`src/rtl/cbus_arbiter_if.sv`:
```
// Cache-bus request/response types and the bundled port interface used by
// cbus_arbiter: requester-side arrays plus the single downstream request/response pair.
package cbus_pkg;

  typedef struct packed {
    logic        valid;
    logic        is_write;
    logic [2:0]  size;
    logic [31:0] addr;
    logic [3:0]  strobe;
    logic [31:0] data;
    logic [3:0]  len;
  } cbus_req_t;

  typedef struct packed {
    logic        ready;
    logic        last;
    logic [31:0] data;
  } cbus_resp_t;

endpackage

interface cbus_arbiter_if #(
  parameter int NUM_INPUTS = 2
);
  import cbus_pkg::*;

  cbus_req_t  ireqs  [NUM_INPUTS];
  cbus_resp_t iresps [NUM_INPUTS];
  cbus_req_t  oreq;
  cbus_resp_t oresp;

  // Arbiter side: consumes requests and the downstream response.
  modport slave (
    input  ireqs,
    input  oresp,
    output iresps,
    output oreq
  );

  // Environment side: requesters plus the downstream bridge.
  modport master (
    output ireqs,
    output oresp,
    input  iresps,
    input  oreq
  );

endinterface

```
`src/rtl/cbus_arbiter.sv`:
```
// Cache-bus arbiter: grants one whole transaction at a time to one of NUM_INPUTS
// requesters, forwards its request unchanged and routes the response to it only.
module cbus_arbiter_chk #(
  parameter int NUM_INPUTS = 2,
  parameter int IDX_W      = 1
) (
  input logic                  clk,
  input logic                  resetn,
  input logic                  busy,
  input logic [IDX_W-1:0]      index,
  input logic                  oreq_valid,
  input logic [NUM_INPUTS-1:0] ready_vec,
  input logic                  done
);

  a_idle_quiet: assert property (@(posedge clk) disable iff (!resetn)
    !busy |-> (!oreq_valid && (ready_vec == '0)));

  a_one_ready: assert property (@(posedge clk) disable iff (!resetn)
    $onehot0(ready_vec));

  a_grant_lock: assert property (@(posedge clk) disable iff (!resetn)
    (busy && !done) |=> (busy && $stable(index)));

  a_index_range: assert property (@(posedge clk) disable iff (!resetn)
    busy |-> (int'(index) < NUM_INPUTS));

endmodule

module cbus_arbiter #(
  parameter int NUM_INPUTS  = 2,
  parameter int ROUND_ROBIN = 0
) (
  input  logic          clk,
  input  logic          resetn,
  cbus_arbiter_if.slave bus
);

  localparam int IDX_W = (NUM_INPUTS > 1) ? $clog2(NUM_INPUTS) : 1;

  typedef logic [IDX_W-1:0] idx_t;
  typedef enum logic [0:0] {
    ST_IDLE = 1'b0,
    ST_BUSY = 1'b1
  } state_t;

  // Reset points last_grant at the top port so round-robin favours port 0 first.
  localparam idx_t LAST_GRANT_RST = idx_t'(NUM_INPUTS - 1);

  state_t                state_r;
  state_t                state_s;
  idx_t                  index_r;
  idx_t                  index_s;
  idx_t                  last_grant_r;
  idx_t                  last_grant_s;
  idx_t                  winner_s;
  logic                  found_s;
  logic                  done_s;
  logic                  busy_s;
  logic [NUM_INPUTS-1:0] ready_vec_s;

  assign busy_s = (state_r == ST_BUSY);
  assign done_s = bus.oresp.ready && bus.oresp.last;

  // Priority scan; round-robin starts just past the last granted port.
  always_comb begin
    found_s  = 1'b0;
    winner_s = '0;
    for (int k = 0; k < NUM_INPUTS; k++) begin
      int   cand;
      logic hit;
      if (ROUND_ROBIN != 0) begin
        cand = (int'(last_grant_r) + k + 1) % NUM_INPUTS;
      end else begin
        cand = k;
      end
      hit      = bus.ireqs[cand].valid && !found_s;
      winner_s = hit ? idx_t'(cand) : winner_s;
      found_s  = found_s || hit;
    end
  end

  // Next state: arbitrate only from IDLE, hold the grant until the last-beat handshake.
  always_comb begin
    state_s      = state_r;
    index_s      = index_r;
    last_grant_s = last_grant_r;
    case (state_r)
      ST_IDLE: begin
        if (found_s) begin
          state_s = ST_BUSY;
          index_s = winner_s;
        end else begin
          state_s = ST_IDLE;
        end
      end
      ST_BUSY: begin
        if (done_s) begin
          state_s      = ST_IDLE;
          last_grant_s = index_r;
        end else begin
          state_s = ST_BUSY;
        end
      end
      default: begin
        state_s = ST_IDLE;
      end
    endcase
  end

  // Grant registers; reset aborts any grant in flight.
  always_ff @(posedge clk) begin
    if (!resetn) begin
      state_r      <= ST_IDLE;
      index_r      <= '0;
      last_grant_r <= LAST_GRANT_RST;
    end else begin
      state_r      <= state_s;
      index_r      <= index_s;
      last_grant_r <= last_grant_s;
    end
  end

  // Forward the granted request and steer the response to its owner only.
  always_comb begin
    bus.oreq = '0;
    for (int i = 0; i < NUM_INPUTS; i++) begin
      bus.iresps[i] = '0;
    end
    if (busy_s) begin
      bus.oreq            = bus.ireqs[index_r];
      bus.iresps[index_r] = bus.oresp;
    end else begin
      bus.oreq = '0;
    end
  end

  // Gather per-port ready bits for the checker.
  always_comb begin
    ready_vec_s = '0;
    for (int i = 0; i < NUM_INPUTS; i++) begin
      ready_vec_s[i] = bus.iresps[i].ready;
    end
  end

  cbus_arbiter_chk #(
    .NUM_INPUTS (NUM_INPUTS),
    .IDX_W      (IDX_W)
  ) u_chk (
    .clk        (clk),
    .resetn     (resetn),
    .busy       (busy_s),
    .index      (index_r),
    .oreq_valid (bus.oreq.valid),
    .ready_vec  (ready_vec_s),
    .done       (done_s)
  );

endmodule

```
`src/flat_wrapper.sv`:
```
// flat-port wrapper written by rule: the top's interface ports become plain ports
module cbus_arbiter_flat 
#(
  parameter int NUM_INPUTS  = 2,
  parameter int ROUND_ROBIN = 0
)
  (clk, resetn, bus_ireqs, bus_oresp, bus_iresps, bus_oreq);
  cbus_arbiter_if #(.NUM_INPUTS(NUM_INPUTS)) bus_i ();
  input  logic clk;
  input  logic resetn;
  input wire logic [$bits(bus_i.ireqs)-1:0] bus_ireqs;
  input wire logic [$bits(bus_i.oresp)-1:0] bus_oresp;
  output wire logic [$bits(bus_i.iresps)-1:0] bus_iresps;
  output wire logic [$bits(bus_i.oreq)-1:0] bus_oreq;
  assign bus_i.ireqs = {>>{bus_ireqs}};
  assign bus_i.oresp = bus_oresp;
  assign bus_iresps = {>>{bus_i.iresps}};
  assign bus_oreq = bus_i.oreq;
  cbus_arbiter #(.NUM_INPUTS(NUM_INPUTS), .ROUND_ROBIN(ROUND_ROBIN)) u_core (.clk(clk), .resetn(resetn), .bus(bus_i));
endmodule
```
`config.mk`:
```
export PLATFORM = sky130hd
export DESIGN_NAME = cbus_arbiter_flat
export DESIGN_NICKNAME = d
export VERILOG_FILES = /design/src/rtl/cbus_arbiter_if.sv /design/src/rtl/cbus_arbiter.sv /design/src/flat_wrapper.sv
export SDC_FILE = /design/constraint.sdc
export NUM_CORES = 1
export LEC_CHECK = 0
export BUFFER_PORTS_ARGS = -buffer_cell sky130_fd_sc_hd__buf_2
export CAP_MARGIN = 20
export CORE_AREA = 2 2 129 131
export CTS_CLUSTER_DIAMETER = 80
export DETAILED_ROUTE_END_ITERATION = 16
export DIE_AREA = 0 0 131 133
export PLACE_DENSITY_LB_ADDON = 0.15
export SYNTH_ARGS = -nofsm -noshare
export SYNTH_HDL_FRONTEND = slang
export SYNTH_SLANG_ARGS = --single-unit
```
`constraint.sdc`:
```
create_clock -name clk -period 1.4 [get_ports clk]
set_input_delay 0.14 -clock clk [delete_from_list [all_inputs] [get_ports clk]]
set_output_delay 0.14 -clock clk [all_outputs]
set_load 0.005 [all_outputs]
```
==> results.md <==
* Status: finished, violations left
* Violated checks: negative setup slack
* Period minus WS final at 1516 ps
* 1st-iter DRT viols at between 80 and 90
* Vias at 3,106
* Global route total overflow at 0
* CTS Buffer Depth at 2
* Drc violations at 0
* Routed length per instance at 14.00 um
* Pwr/cell area at slightly above 400 mW/mm^2
* Hold Vio Cnt, Final at 0
* Hpwl dp at 8429 um
* Setup TNS Final at -4938 ps
* Hold depth at 2
* RSZ-0062 raised after global routing: yes
* First-pass GRT wire length at 14,580 um
* Sequential-to-total area share from yosys stat at 0.02013
* Synth top area share at 0.3874
* TritonCTS Buffers at 3
* Final Cycle Share at 1.083
* Max_cap viols at 0
* Antenna violations before repair at 0
* # H-tree levels at 1
* Max-slew violations at 0
* Port bufs at roughly 330
* Root Buffer: clkbuf_16
* DRT Pass-1 Iters at 3
* Die footprint at 0.01742 mm^2
* Unique masters post-synth at 18
* Reg2reg setup slack at 340 ps
* FP Rows at 47
* Synth Warn # at 0
* Worst Setup Slack, final at -116.3 ps
* Initial cell density of the core at 0.1230
* Worst slew pin tran at 235.7 ps
* Syn_nets at 450
* GP Congestion at 0.8143
* Layout cell share with drive strength beyond 1 at 0.6973
* Avg Inst Size Synth at between 7 and 8 um^2
* Die X at roughly 130 um
* Final core utilization at 0.2962
* Largest net degree at the start of global routing at 66
* Total power at 1.978 mW
* WHS at ~180 ps
* CP endpoint kind: output pin
* Rel. slew slack at 0.8429
* Cell Area, Placed at 0.003866 mm^2
* Area leader, netlist: mux2i_1
* Mapped cell area at roughly 0.0020 mm^2
* Total wire length at 11,450 um
* Final Cell Area at roughly 0.0048 mm^2
* Crit path max fanout at 5
* CP Data Arrival Time at 1380 ps
* Total GRT Usage at 0.1052
* Antenna Diode Count at 0
* Nets at 789
* Post-route ant nets at 0
* Max frequency at 659.5 MHz
* CP startpoint kind: flop
* Worst hold path type: primary input to flop
* Reg2reg end: u_core.index_r
* CTS tree: yes
* Post-synthesis register bit count at 2
* Clk slew on worst S/H paths at approximately 30 ps
* Core box area at 0.01617 mm^2
* Ranking of synthesized cells by area: mux2i_1 (39%), nor2b_1 (25%), and3_1 (11%), and2_1 (10%), buf_12 (5.0%)
* Synthesized instance count at 260
* FF-to-FF path depth at 3
* FF-to-FF Start: u_core.busy_s
* Worst Path Required at 1260 ps
* Worst Hold Path EP: u_core.index_r
* Vias/cell at about 3.8
* Hold_sp: resetn
* Post-Route Skew at 6.095 ps
* Ports at approximately 340
* DIE HEIGHT at 133 um
* Layout area overhead at 140.8%
* Clk_lat worst skew at 220 ps
* Final setup vio count at about 100
* WS Path Type: flop to output pin
* Worst vdd ir at 0.3465 mV
* Leakage at ~2.5 nW
* Vias in the first global route at 2,862
* Num Clock Sinks at 2
[cell usage in the layout (no fill, tap or decap), types with 3 or more instances in the layout]
cell and n:
buf_12 9, clkbuf_16 9, buf_16 4, and3_1 11
and2_4 19, buf_8 4, buf_6 42, nor2b_1 78
buf_4 3, buf_2 295, mux2i_1 72, mux2i_2 4
and3_4 23, and2_1 14
[synthesized netlist by cell type (all sizes together)]
cell and number:
buf 12, clkbuf 17, nor2 1, inv 1
o221a 1, nor2b 79, o311a 1, nand3 1
and3 34, nand2 1, and2 33, dfxtp 2
mux2i 77
[repair_timing]
action                     CTS  global route
gates resized for setup     17            90
setup endpoints to repair  119           135
pin swaps                    0            18
hold buffers                 0             0
setup buffers                8             1
gates cloned                 3             7
[layer usage]
layer | vias up | global-route usage | share of wire
met5 | - | 0 | 0
met3 | 12 | 0.01941 | 0.075
met1 | 1370 | 0.1197 | 0.40
met2 | 166 | 0.2064 | 0.52
li1 | 1558 | - | -
met4 | 0 | 0.008865 | 0.014
[critical path, cell delays in order (launching register included)]
cell and delay, ps:
dfxtp_4 350, buf_12 130, nor2b_4 150, buf_12 150, clkbuf_16 140, and2_4 140
buf_6 90
[through the flow]
step                      setup WS (ps)  std cells
after floorplan                   310.1        260
after global placement            127.5        796
after detailed placement          98.64        796
after CTS                        -90.66        810
after global routing             -161.8        818
final                            -116.3        818
[power by group]
group	total [mW]	switching, mW	internal (mW)
clock network	0.443	0.0681	0.375
logic	1.46	0.577	0.888
registers	0.0708	0.00885	0.0620
[logic make-up after synthesis]
family          after synthesis  synth area share
simple gates                149            0.4692
mux                          77            0.3874
buf+inv                      30            0.1126
compound gates                2           0.01069
flops                         2           0.02013
[worst max-delay path by stage]
stage                     slack [ps]  cells after the start             end      startpoint
after floorplan                  310                      5    bus_oreq[34]  u_core.index_r
after global placement           130                      4    bus_oreq[26]  u_core.index_r
after detailed placement         100                      4    bus_oreq[67]  u_core.index_r
after CTS                        -90                      6    bus_oreq[33]  u_core.index_r
after global routing            -160                      6     bus_oreq[1]  u_core.index_r
final                           -120                      6  bus_iresps[34]  u_core.index_r
[registers in the layout, summed over array words and instances, names as in the netlist]
signal and count:
u_core.busy_s 1, u_core.index_r 1
[layout make-up]
cell class	instances	area [um^2]
inverter	1	3.754
sequential	2	45.04
clock buffer	4	78.83
tap	220	275.3
fill	1778	11380
multi-input combinational	228	1916
timing repair buffer	363	2472
No activity file was read; power rests on OpenSTA's default activity.
